**src/rtl/wb_prefetch_buf_pkg.sv**
```systemverilog
// Shared Wishbone constants and the prefetch buffer state encoding.
package wb_common_params;

  // Wishbone registered-feedback cycle type identifiers
  localparam logic [2:0] CTI_CLASSIC      = 3'b000;
  localparam logic [2:0] CTI_INC_BURST    = 3'b010;
  localparam logic [2:0] CTI_END_OF_BURST = 3'b111;

  // Burst type: only linear bursts are ever issued
  localparam logic [1:0] BTE_LINEAR = 2'b00;

  // HIT_ACK doubles as the one-cycle response state after FILL and PASS
  typedef enum logic [1:0] {
    IDLE    = 2'd0,
    HIT_ACK = 2'd1,
    FILL    = 2'd2,
    PASS    = 2'd3
  } state_t;

endpackage

```
**src/rtl/wb_prefetch_line.sv**
```systemverilog
// Line storage: one write port, asynchronous read mux.
module wb_prefetch_line #(
  parameter int LINE_WORDS = 4
) (
  input  logic                          clk,
  input  logic                          i_we,
  input  logic [$clog2(LINE_WORDS)-1:0] i_wr_idx,
  input  logic [31:0]                   i_wr_dat,
  input  logic [$clog2(LINE_WORDS)-1:0] i_rd_idx,
  output logic [31:0]                   o_rd_dat
);

  localparam int IW = $clog2(LINE_WORDS);

  logic [31:0] r_mem [LINE_WORDS];

  genvar gi;
  generate
    for (gi = 0; gi < LINE_WORDS; gi++) begin : g_word
      // Each word captures the fill data when its index is written
      always_ff @(posedge clk) begin
        if (i_we && (i_wr_idx == IW'(gi))) begin
          r_mem[gi] <= i_wr_dat;
        end
      end
    end
  endgenerate

  assign o_rd_dat = r_mem[i_rd_idx];

endmodule

```
**src/rtl/wb_prefetch_buf.sv**
```systemverilog
// Single-line read-prefetch buffer between the CPU Wishbone port and the intercon.
module wb_prefetch_buf
  import wb_common_params::*;
#(
  parameter int          LINE_WORDS = 4,
  parameter logic [31:0] CACHE_BASE = 32'h0000_0000,
  parameter logic [31:0] CACHE_MASK = 32'hF000_0000
) (
  input  logic        wb_clk_i,
  input  logic        wb_rst_i,
  input  logic        flush_i,
  input  logic [31:0] wbs_adr_i,
  input  logic [31:0] wbs_dat_i,
  input  logic [3:0]  wbs_sel_i,
  input  logic        wbs_we_i,
  input  logic        wbs_cyc_i,
  input  logic        wbs_stb_i,
  output logic [31:0] wbs_dat_o,
  output logic        wbs_ack_o,
  output logic        wbs_err_o,
  output logic [31:0] wbm_adr_o,
  output logic [31:0] wbm_dat_o,
  output logic [3:0]  wbm_sel_o,
  output logic        wbm_we_o,
  output logic        wbm_cyc_o,
  output logic        wbm_stb_o,
  output logic [2:0]  wbm_cti_o,
  output logic [1:0]  wbm_bte_o,
  input  logic [31:0] wbm_dat_i,
  input  logic        wbm_ack_i,
  input  logic        wbm_err_i
);

  localparam int IW = $clog2(LINE_WORDS);
  localparam int LB = IW + 2;
  localparam int TW = 32 - LB;

  state_t        r_state;
  logic          r_valid;
  logic [TW-1:0] r_tag;
  logic [IW-1:0] r_fill_cnt;
  logic [IW-1:0] r_idx;
  logic          r_flush_pend;
  logic          r_cpu_gone;
  logic          r_ack;
  logic          r_err;
  logic [31:0]   r_dat;
  logic [31:0]   r_m_adr;
  logic [31:0]   r_m_dat;
  logic [3:0]    r_m_sel;
  logic          r_m_we;
  logic          r_m_cyc;
  logic [2:0]    r_m_cti;

  logic          w_req;
  logic          w_cacheable;
  logic          w_hit;
  logic          w_last;
  logic          w_cpu_here;
  logic          w_line_we;
  logic [IW-1:0] w_rd_idx;
  logic [IW-1:0] w_next_cnt;
  logic [31:0]   w_line_rd;

  // The ack/err terms stop a second accept during the response cycle
  assign w_req       = wbs_cyc_i & wbs_stb_i & ~r_ack & ~r_err;
  assign w_cacheable = (wbs_adr_i & CACHE_MASK) == CACHE_BASE;
  assign w_hit       = ~wbs_we_i & w_cacheable & r_valid & (wbs_adr_i[31:LB] == r_tag);
  assign w_last      = r_fill_cnt == IW'(LINE_WORDS - 1);
  assign w_next_cnt  = r_fill_cnt + IW'(1);
  // A CPU that dropped cyc at any point during the transfer gets no response
  assign w_cpu_here  = wbs_cyc_i & ~r_cpu_gone;
  assign w_line_we   = (r_state == FILL) & wbm_ack_i & ~wbm_err_i;
  assign w_rd_idx    = (r_state == IDLE) ? wbs_adr_i[LB-1:2] : r_idx;

  wb_prefetch_line #(.LINE_WORDS(LINE_WORDS)) u_line (
    .clk      (wb_clk_i),
    .i_we     (w_line_we),
    .i_wr_idx (r_fill_cnt),
    .i_wr_dat (wbm_dat_i),
    .i_rd_idx (w_rd_idx),
    .o_rd_dat (w_line_rd)
  );

  // Control FSM with all bus outputs registered
  always_ff @(posedge wb_clk_i) begin
    if (wb_rst_i) begin
      r_state      <= IDLE;
      r_valid      <= 1'b0;
      r_tag        <= '0;
      r_fill_cnt   <= '0;
      r_idx        <= '0;
      r_flush_pend <= 1'b0;
      r_cpu_gone   <= 1'b0;
      r_ack        <= 1'b0;
      r_err        <= 1'b0;
      r_dat        <= '0;
      r_m_adr      <= '0;
      r_m_dat      <= '0;
      r_m_sel      <= '0;
      r_m_we       <= 1'b0;
      r_m_cyc      <= 1'b0;
      r_m_cti      <= CTI_CLASSIC;
    end else begin
      case (r_state)
        IDLE: begin
          r_cpu_gone   <= 1'b0;
          r_flush_pend <= 1'b0;
          if (flush_i) r_valid <= 1'b0;
          if (w_req) begin
            r_idx <= wbs_adr_i[LB-1:2];
            if (w_hit) begin
              r_ack   <= 1'b1;
              r_dat   <= w_line_rd;
              r_state <= HIT_ACK;
            end else if (!wbs_we_i && w_cacheable) begin
              r_m_adr    <= {wbs_adr_i[31:LB], {LB{1'b0}}};
              r_m_sel    <= 4'hF;
              r_m_we     <= 1'b0;
              r_m_cyc    <= 1'b1;
              r_m_cti    <= CTI_INC_BURST;
              r_fill_cnt <= '0;
              r_state    <= FILL;
            end else begin
              r_m_adr <= wbs_adr_i;
              r_m_dat <= wbs_dat_i;
              r_m_sel <= wbs_sel_i;
              r_m_we  <= wbs_we_i;
              r_m_cyc <= 1'b1;
              r_m_cti <= CTI_CLASSIC;
              r_state <= PASS;
            end
          end
        end
        HIT_ACK: begin
          r_ack   <= 1'b0;
          r_err   <= 1'b0;
          if (flush_i) r_valid <= 1'b0;
          r_state <= IDLE;
        end
        FILL: begin
          if (!wbs_cyc_i) r_cpu_gone <= 1'b1;
          if (flush_i) r_flush_pend <= 1'b1;
          if (wbm_err_i) begin
            r_m_cyc    <= 1'b0;
            r_m_cti    <= CTI_CLASSIC;
            r_valid    <= 1'b0;
            r_fill_cnt <= '0;
            r_err      <= w_cpu_here;
            r_state    <= HIT_ACK;
          end else if (wbm_ack_i) begin
            if (w_last) begin
              r_m_cyc    <= 1'b0;
              r_m_cti    <= CTI_CLASSIC;
              r_fill_cnt <= '0;
              r_valid    <= ~(r_flush_pend | flush_i);
              r_tag      <= r_m_adr[31:LB];
              r_ack      <= w_cpu_here;
              // The requested word is either this beat or already stored
              r_dat      <= (r_idx == r_fill_cnt) ? wbm_dat_i : w_line_rd;
              r_state    <= HIT_ACK;
            end else begin
              r_fill_cnt <= w_next_cnt;
              r_m_adr    <= r_m_adr + 32'd4;
              r_m_cti    <= (w_next_cnt == IW'(LINE_WORDS - 1)) ? CTI_END_OF_BURST
                                                                 : CTI_INC_BURST;
            end
          end
        end
        PASS: begin
          if (!wbs_cyc_i) r_cpu_gone <= 1'b1;
          if (flush_i) r_valid <= 1'b0;
          if (wbm_ack_i || wbm_err_i) begin
            r_m_cyc <= 1'b0;
            r_ack   <= wbm_ack_i & ~wbm_err_i & w_cpu_here;
            r_err   <= wbm_err_i & w_cpu_here;
            r_dat   <= wbm_dat_i;
            // No write-through: a write into the buffered line just invalidates it
            if (r_m_we && (r_m_adr[31:LB] == r_tag)) r_valid <= 1'b0;
            r_state <= HIT_ACK;
          end
        end
        default: r_state <= IDLE;
      endcase
    end
  end

  assign wbs_dat_o = r_dat;
  assign wbs_ack_o = r_ack;
  assign wbs_err_o = r_err;
  assign wbm_adr_o = r_m_adr;
  assign wbm_dat_o = r_m_dat;
  assign wbm_sel_o = r_m_sel;
  assign wbm_we_o  = r_m_we;
  assign wbm_cyc_o = r_m_cyc;
  assign wbm_stb_o = r_m_cyc;
  assign wbm_cti_o = r_m_cti;
  assign wbm_bte_o = BTE_LINEAR;

endmodule

```
**config.mk**
```make
export PLATFORM = sky130hd
export DESIGN_NAME = wb_prefetch_buf
export DESIGN_NICKNAME = d
export VERILOG_FILES = /design/src/rtl/wb_prefetch_buf_pkg.sv /design/src/rtl/wb_prefetch_line.sv /design/src/rtl/wb_prefetch_buf.sv
export SDC_FILE = /design/constraint.sdc
export NUM_CORES = 1
export LEC_CHECK = 0
export ABC_CLOCK_PERIOD_IN_PS = 3250
export CORE_MARGIN = 5
export CORE_UTILIZATION = 53
export DETAILED_ROUTE_END_ITERATION = 16
export PLACE_DENSITY = 0.8
export REMOVE_ABC_BUFFERS = 1
export SYNTH_ARGS = -nofsm -noshare
export SYNTH_HDL_FRONTEND = slang
export SYNTH_SLANG_ARGS = --single-unit
```
**constraint.sdc**
```tcl
create_clock -name wb_clk_i -period 3.25 [get_ports wb_clk_i]
set_input_delay 0.65 -clock wb_clk_i [delete_from_list [all_inputs] [get_ports wb_clk_i]]
set_output_delay 0.65 -clock wb_clk_i [all_outputs]
set_load 0.02 [all_outputs]
```
---- After elaboration in Yosys (flattened, before gate mapping) ----
Memory sizes are Yosys's and may differ from the RTL's.
Cells that the tools add are included.
storage, ports and cells
  flip-flop bits (word level) ............. 144
  output and inout bits ................... 110
  bits in writable memories ............... 128
  logic and storage cells ................. 185
  memories kept ........................... 1
memories
  memory        depth  bits a word  rd ports  clocked after Yosys merged registers in  wr ports  line                    text
  u_line.r_mem  4      32           1         0                                        1         wb_prefetch_line.sv:15  logic [31:0] r_mem [LINE_WORDS];
operators by class
  bitwise gates (word level) .............. 21
  reduce and logical (&&, ||, !) cells .... 35
  equality and inequality tests ........... 24
  add/subtract/negate cells ............... 2
  mux-type cells .......................... 86
operator list
  cell                     count
  $mux W32                 15
  $pmux W32 S3             1
  $reduce_or A32 Y1        3
  $pmux W32 S2             1
  $eq A28 B28 Y1           2
  $mux W1                  35
  $mux W2                  17
  $add A32 B3 Y32 const B  1
  $logic_not A32 Y1        1
  $ne A2 B2 Y1 const B     11
  $mux W3                  6
  $reduce_and A6 Y1        3
  $reduce_and A4 Y1        4
  $and A1 B1 Y1            12
  $eq A2 B2 Y1 const B     5
  $pmux W1 S3              3
  $mux W4                  2
  $not A1 Y1               8
  $pmux W2 S4              1
  $reduce_and A2 Y1        4
  $reduce_and A7 Y1        1
  $logic_and A1 B1 Y1      6
  $ne A3 B3 Y1 const B     2
  $pmux W3 S2              1
  16 further kinds         23

---- Logic depth before layout (Yosys ltp) ----
Gate-level depths: netlist (run 1).
  depth after elaboration ................. 10
  mapped depth ............................ 9
  depth with buffers taken out ............ 7

---- Hierarchy ----
A second synthesis (run 1) with hierarchy kept.
unflattened totals
  cell total of the unflattened synthesis .. 1,088
  area, all modules ....................... 12,055.3 um2
by module, submodules not included
  module            instances  area each (um2)  cells each
  wb_prefetch_buf   1          7,365.8          917
  wb_prefetch_line  1          4,689.5          171

---- Worst setup path after synthesis (run 1) ----
OpenSTA, ideal clock, no wires.
  path kind ............................... input to register
  from .................................... input wbm_err_i
  to ...................................... memory u_line.r_mem[3][0] (enable)
  setup time .............................. 409 ps
  arrival ................................. 2,456 ps
  cell stages on the path ................. 5
  path buffers ............................ 2
  slack ................................... 385 ps
  cell sequence ........................... clkbuf_1 nor3b_2 nand3_1 inv_1 clkbuf_1
on the way
  cells in the longest elaborated chain, start to end .. 9
  elaborated cells between the ends (all ways) .. 23
  those cells by class .................... mux: 14; bitwise: 2; reduce/logical: 7
RTL lines
  what                                                                      line                    text
  from (decl)                                                               wb_prefetch_buf.sv:31   input logic wbm_err_i
  $not A1 Y1 (no source line) (*)                                           n/a
  $and A1 B1 Y1 (*)                                                         wb_prefetch_buf.sv:73   assign w_line_we = (r_state == FILL) & wbm_ack_i & ~wbm_err_i;
  $logic_and A1 B1 Y1                                                       wb_prefetch_line.sv:22  if (i_we && (i_wr_idx == IW'(gi))) begin
  $mux W1                                                                   wb_prefetch_line.sv:22
  $mux W1 (not written as such)                                             wb_prefetch_line.sv:23  r_mem[gi] <= i_wr_dat;
  $reduce_or A32 Y1 (no source line)                                        n/a
  $mux W2 (no source line) / $mux W1 (equally long branches) (3 in series)  n/a
  to (decl)                                                                 wb_prefetch_line.sv:15
Mark *: on every way between the ends. The rest lies on a longest branch, timed or not.

---- Worst setup path in the final report (run 1) ----
  from .................................... register r_state[1]
  to ...................................... register r_m_dat[22] (netlist: wbm_dat_o[22])
on the way
  cells in the longest elaborated chain, start to end .. 2
RTL lines
  what                                line                    text
  from (decl)                         wb_prefetch_buf.sv:38   state_t r_state;
  from (signal assigned)              wb_prefetch_buf.sv:88   r_state <= IDLE;
  from (signal assigned)              wb_prefetch_buf.sv:115  r_state <= HIT_ACK;
  from (signal assigned)              wb_prefetch_buf.sv:123  r_state <= FILL;
  $logic_not A2 Y1                    wb_prefetch_buf.sv:105  case (r_state)
  $reduce_and A4 Y1 (no source line)  n/a
  to (signal assigned)                wb_prefetch_buf.sv:126  r_m_dat <= wbs_dat_i;
  to (decl)                           wb_prefetch_buf.sv:49   logic [31:0] r_m_dat;
Every way passes these cells.
A chain may end at the register's enable or synchronous reset.

==> results of run 1 <==
[power groups by stage]
| stage | clock, mW | sequential, mW | combinational, mW |
|---|---|---|---|
| after floorplan | 0 | 3.85 | 0.438 |
| after global placement | 0 | 3.79 | 1.01 |
| after detailed placement | 0 | 3.79 | 1.03 |
| after CTS | 3.07 | 3.72 | 1.04 |
| after global routing | 3.24 | 3.73 | 1.12 |
| final | 3.03 | 3.72 | 1.04 |
[state kept, by name, indices dropped and copies added, names as in the netlist]
register and cells:
wbm_dat_o 32, wbm_cti_o 2, wbm_sel_o 4, r_tag 28
wbs_dat_o 32, wbm_adr_o 32, wbs_err_o 1, wbm_we_o 1
r_cpu_gone 1, r_fill_cnt 2, r_flush_pend 1, wbm_cyc_o 1
r_idx 2, r_valid 1, r_state 2, wbs_ack_o 1
u_line.r_mem 128
[worst max-delay path: cells and delay by family (launching register included)]
kind | cells | cell delay (ps)
flops | 1 | 510
compound gates | 1 | 210
simple gates | 4 | 1950
[cells by family (layout without fill, tap and decap cells)]
group                      count (synthesis)  count (layout)  share of synthesized area, %
AOI/OAI and AO/OA                        320             320                          16.8
xor gates and xnor gates                  60              60                          4.35
adders and majority gates                  6               6                         0.622
buffers and inverters                    119             326                          4.11
DFF                                      271             271                          55.5
muxes                                     35              35                          2.91
other                                      1               2                        0.0311
and+or+nand+nor                          393             393                          15.6
[worst max-delay path by stage]
stage / startpoint / depth (start not counted) / endpoint / slack [ps]
floorplan: r_state[1] / 6 / wbs_dat_o[0] / -100
global placement: wbs_adr_i[28] / 7 / wbm_dat_o[18] / 260
detailed placement: wbs_adr_i[28] / 7 / wbm_dat_o[18] / 230
CTS: r_state[1] / 5 / wbm_dat_o[22] / 520
global route: r_state[1] / 5 / wbm_dat_o[22] / 290
finish: r_state[1] / 5 / wbm_dat_o[22] / 480
[routing by layer]
metal / vias up / share of wire [%] / global-route usage, % / routed length (um)
li1: 4830 / - / - / -
met5: - / 0 / 0 / 0
met3: 82 / 9.5 / 4.70 / 3360
met1: 4952 / 40 / 35.4 / 14100
met2: 574 / 48 / 43.1 / 17100
met4: 0 / 2.4 / 7.64 / 857
[per-stage QoR]
step	hold slack [ps]	total power, mW	TNS, ps
global placement	440	4.80	0
detailed placement	445	4.82	0
floorplan	452	4.29	-3290
CTS	452	7.83	0
global route	478	8.09	0
finish	449	7.80	0
[cell usage in the layout (no fill, tap or decap), types with 5 or more instances in the layout]
cell type and count:
ha_1 6, dfxtp_1 143, clkinv_2 7, o21ai_0 24
xnor2_1 18, a211oi_1 34, a221oi_1 32, o32ai_1 8
buf_4 35, xor2_1 42, clkinv_1 5, nand3_1 52
nor4_1 23, o311ai_0 13, nor3_1 58, inv_1 12
nand2_1 162, nand4_1 15, clkbuf_16 28, a21oi_1 164
nor2_1 41, or3_1 5, clkdlybuf4s50_1 214, mux2i_1 34
clkbuf_1 6, a22oi_1 7, buf_12 11, and4_1 5
edfxtp_1 128
[cell type report]
class / count / area, um^2 / share of cell area (%)
clock buffer: 35 / 737 / 4.75
clock inverter: 17 / 130 / 0.839
sequential: 271 / 6710 / 43.3
inverter: 14 / 52.6 / 0.339
tap: 285 / 357 / 2.30
timing repair buffer: 260 / 2630 / 16.9
multi-input combinational: 816 / 4900 / 31.6
==> flow_summary.json, run 1 <==
{
  "cts-resized-gates": 0,
  "hold_end": "wbm_adr_o[0]",
  "finClkSkew_ps": 12.5,
  "drive_above_1_share_pct": 7.78,
  "nets": 1505,
  "yosysMostFrequentCell": "a21oi_1",
  "fillers": 1718,
  "p_leak_nw": 5.31,
  "area_growth_pct": 28.4,
  "root_buffer": "clkbuf_16",
  "status": "finished, final reports clean",
  "required_ps": 3700,
  "p_comb_share_pct": 13.4,
  "die_x_um": 161,
  "finish.instance_area_um2": 15500,
  "synthTopCellsByCount": "165 x a21oi_1, 163 x nand2_1, 143 x dfxtp_1",
  "rows": 55,
  "syn_inst": 1205,
  "instances_no_fill": 1698,
  "cp_max_fo": 32,
  "dpl_worst_slack_ps": 226,
  "timing.final.crit_share_pct": 85.3,
  "clk_pin_slew_worst_paths_ps": 60,
  "seqPwrFrac_pct": 47.7,
  "grt_pass1_wl_mm": 55.0,
  "clock_latency_ps": 540,
  "cts_made_buffers": 28,
  "yosysTopAreaCell": "edfxtp_1",
  "ant_nets": 0,
  "drc": 0,
  "worst_pin_slew_ps": 1230,
  "vias": 10438,
  "worstReg2RegEnd": "wbm_dat_o[22]",
  "min_path_cells": 2,
  "drv_slew": 0,
  "synth-seq-area-share_pct": 55.5,
  "synth-edff-count": 128,
  "cts_tree": "built",
  "hold_class": "reg2reg",
  "cts_setup_buffers": 0,
  "grt_max_degree": 107,
  "r2r_start": "r_state[1]",
  "end_kind": "flip-flop",
  "wl_per_cell_um": 20.8,
  "clock_path_buffers": 3,
  "peakVddDrop_uv": 380,
  "htreeDepth": 1,
  "drt_first_pass_iters": 7,
  "dieArea_um2": 25900,
  "cp.arrival_ps": 3220,
  "slowest_stage": "nor2_2",
  "ys_types": 70,
  "grt-ovfl-total": 0,
  "crit_path_max_incr_delay_ps": 1050,
  "maxCapViolations": 0,
  "max_freq_mhz": 361,
  "cp-start-kind": "flip-flop",
  "setup_ws_ps": 479,
  "wl_mm": 35.4,
  "synth.area.top_cells": "edfxtp_1 32%, dfxtp_1 24%, a21oi_1 6.8%",
  "synth_ff_type": "dfxtp_1",
  "max-slew-margin-rel_pct": 18.0,
  "io_buffer_count": 215,
  "core_um2": 22600,
  "die_h_um": 161,
  "synthArstFlopShare_pct": 0,
  "worstHoldStart": "wbm_adr_o[0]",
  "worst_r2r_path_depth": 5,
  "hold_violations": 0,
  "placed_cells": 1646,
  "power.internal_mw": 5.80,
  "clock-sinks": 271,
  "power_switching_mw": 2.00,
  "antenna_found_initial": 0,
  "start_util_pct": 53.5,
  "grtUsageTotal_pct": 26.1,
  "power_frac_clock_pct": 38.9,
  "synth_area_per_cell_um2": 10.0,
  "setup_violations": 0,
  "drt_iter0_drc": 1052,
  "synth_seq_cells": 271,
  "dp_hpwl_mm": 23.2,
  "avgViaCountPerCell": 6.15,
  "place_area_um2": 14600,
  "power_density_nw_per_um2": 503,
  "r2r_slack_ps": 480,
  "fin_crit_ps": 2770,
  "switching_share_pct": 25.6,
  "crit_type": "reg2reg",
  "postCtsHoldBufs": 0,
  "grt_pass1_vias": 10110,
  "rsz0062_at_grt": "no",
  "finish.utilization_pct": 68.7,
  "synth_area_um2": 12100,
  "synthDominantCellAreaShare_pct": 31.8,
  "gp_congestion": 0.910,
  "ys_warn_count": 0,
  "antenna_cells": 0,
  "cp_cell_sequence": "nor2_1, nand4_1, nor2_2, nand2_1, a21oi_1",
  "io_pins": 218
}
Power figures use the tool's default switching activity.
==> inputs of run 2 (changes only) <==
Settings changed: CORE_MARGIN 5 to not set, GPL_TIMING_DRIVEN set to 0, TNS_END_PERCENT set to 50.
==> flow_summary.json, run 2 (synthesis results as in run 1) <==
{
  "status": "finished, final reports clean",
  "regArea_um2": 6710,
  "dieArea_um2": 23400,
  "max-slew-margin-rel_pct": 13.2,
  "cts_tree": "built",
  "top_register": "u_line.r_mem",
  "grtUsageTotal_pct": 28.0,
  "die_h_um": 153,
  "required_ps": 3680,
  "drc": 0,
  "peakVddDrop_uv": 402,
  "nets": 1470,
  "maxCapViolations": 0,
  "fin_crit_ps": 3110,
  "timing.final.crit_share_pct": 95.7,
  "crit_type": "in2reg",
  "clock_latency_ps": 540,
  "drive_above_1_share_pct": 6.82,
  "cts_made_buffers": 28,
  "die_x_um": 153,
  "io_pins": 218,
  "max_freq_mhz": 321,
  "root_buffer": "clkbuf_16",
  "drt_iter0_drc": 888,
  "drv_slew": 0,
  "dpl_worst_slack_ps": -1150,
  "grt_pass1_wl_mm": 52.4,
  "cp_max_fo": 17,
  "drt_first_pass_iters": 7,
  "htreeDepth": 1,
  "rows": 54,
  "grt_max_degree": 80,
  "fillers": 1602,
  "power_density_nw_per_um2": 538,
  "wl_per_cell_um": 20.1,
  "clk_pin_slew_worst_paths_ps": 60,
  "cp.arrival_ps": 3540,
  "start_util_pct": 54.7,
  "dp_hpwl_mm": 21.0,
  "largest_reg_flops": 128,
  "setup_ws_ps": 139,
  "grt-ovfl-total": 0,
  "multiInputGateArea_um2": 4950,
  "final_common_cell": "clkdlybuf4s50_1",
  "hold_violations": 0,
  "postCtsHoldBufs": 0,
  "most-common-layout-cells": "214 x clkdlybuf4s50_1, 163 x a21oi_1, 162 x nand2_1",
  "io_buffer_count": 215,
  "grt_pass1_vias": 9862,
  "instances_no_fill": 1658,
  "placed_cells": 1606,
  "clock-sinks": 271,
  "hold_class": "reg2reg",
  "cp_cell_sequence": "clkdlybuf4s50_1, xor2_1, nor3_1, and4_1, a21oi_2, nor2_1, o32ai_1",
  "finClkSkew_ps": 10.2,
  "core_um2": 22100,
  "area_growth_pct": 28.2,
  "cts_setup_buffers": 0,
  "clock_path_buffers": 3,
  "vias": 10289,
  "critPathTopFamily": "compound AO/OA/AOI/OAI gates",
  "ant_nets": 0,
  "rsz0062_at_grt": "no",
  "p_leak_nw": 5.23,
  "slowest_stage": "a21oi_2",
  "critPathBufInv": 1,
  "cp-start-kind": "primary input",
  "antenna_cells": 0,
  "gp_congestion": 0.920,
  "wl_mm": 33.3,
  "worst_pin_slew_ps": 1300,
  "avgViaCountPerCell": 6.21,
  "antenna_found_initial": 0,
  "setup_violations": 0,
  "end_kind": "flip-flop",
  "crit_path_max_incr_delay_ps": 810
}
[run 2: cell types whose count changed in the layout (fill, tap and decap cells not counted), moves of 3 or more]
| cell | before | now |
|---|---|---|
| and3_1 | 4 | 1 |
| and3_2 | 0 | 3 |
| buf_12 | 11 | 4 |
| buf_16 | 0 | 4 |
| buf_4 | 35 | 1 |
| bufinv_16 | 1 | 8 |
| clkbuf_1 | 6 | 3 |
| clkinv_1 | 5 | 1 |
[run 2: stage by stage]
stage | cell area [um^2] | power, mW | hold slack [ps] | setup TNS [ps] | utilization, %
after global routing | 15500 | 8.60 | 473 | 0 | 70.1
after floorplan | 11600 | 4.29 | 452 | -3290 | -
after detailed placement | 14400 | 4.79 | 448 | -107890 | 65.2
after global placement | 14100 | 4.75 | 438 | -466660 | 64.0
after CTS | 15500 | 8.37 | 456 | 0 | 70.0
final | 15500 | 8.34 | 451 | 0 | 70.1
[run 2: power by group]
group	switching (mW)	total (mW)	leakage, nW	internal (mW)
clock network	1.35	3.60	0.516	2.25
logic	0.563	1.01	2.40	0.450
registers	0.0880	3.73	2.31	3.64
[run 2: worst reg2reg max path, cell delays in order (launching register included)]
cell     delay [ps]
dfxtp_1         490
nor2_1          320
nand4_1         380
a21oi_2         870
nor2_1          430
o32ai_1         410
[run 2: metal layers]
metal	vias to the layer above	part of all wire, %	track usage [%]
li1	4770	-	-
met1	4898	40	37.0
met2	526	48	46.5
met3	95	8.3	4.05
met4	0	3.6	11.1
met5	-	0	0
[run 2: final cells by class]
class / count / area share, %
well taps: 280 / 2.26
inverters: 14 / 0.356
repair buffers: 225 / 15.3
clock inverters: 20 / 2.08
multi-input cells: 816 / 32.0
flip-flops and latches: 271 / 43.3
clock buffers: 32 / 4.69
[run 2: worst paths after layout]
check                 from       endpoint  slack [ps]  cells past startpoint
max          wbs_adr_i[20]  wbm_adr_o[30]         140                      7
min          wbm_dat_o[20]  wbm_dat_o[20]         450                      2
max reg2reg     r_state[0]  wbm_adr_o[30]         240                      5
min reg2reg  wbm_dat_o[20]  wbm_dat_o[20]         450                      2
[run 2: what timing repair did]
item / CTS / global route
pin swaps: 0 / 0
resized for setup: 6 / 3
endpoints found under the setup margin: 104 / 60
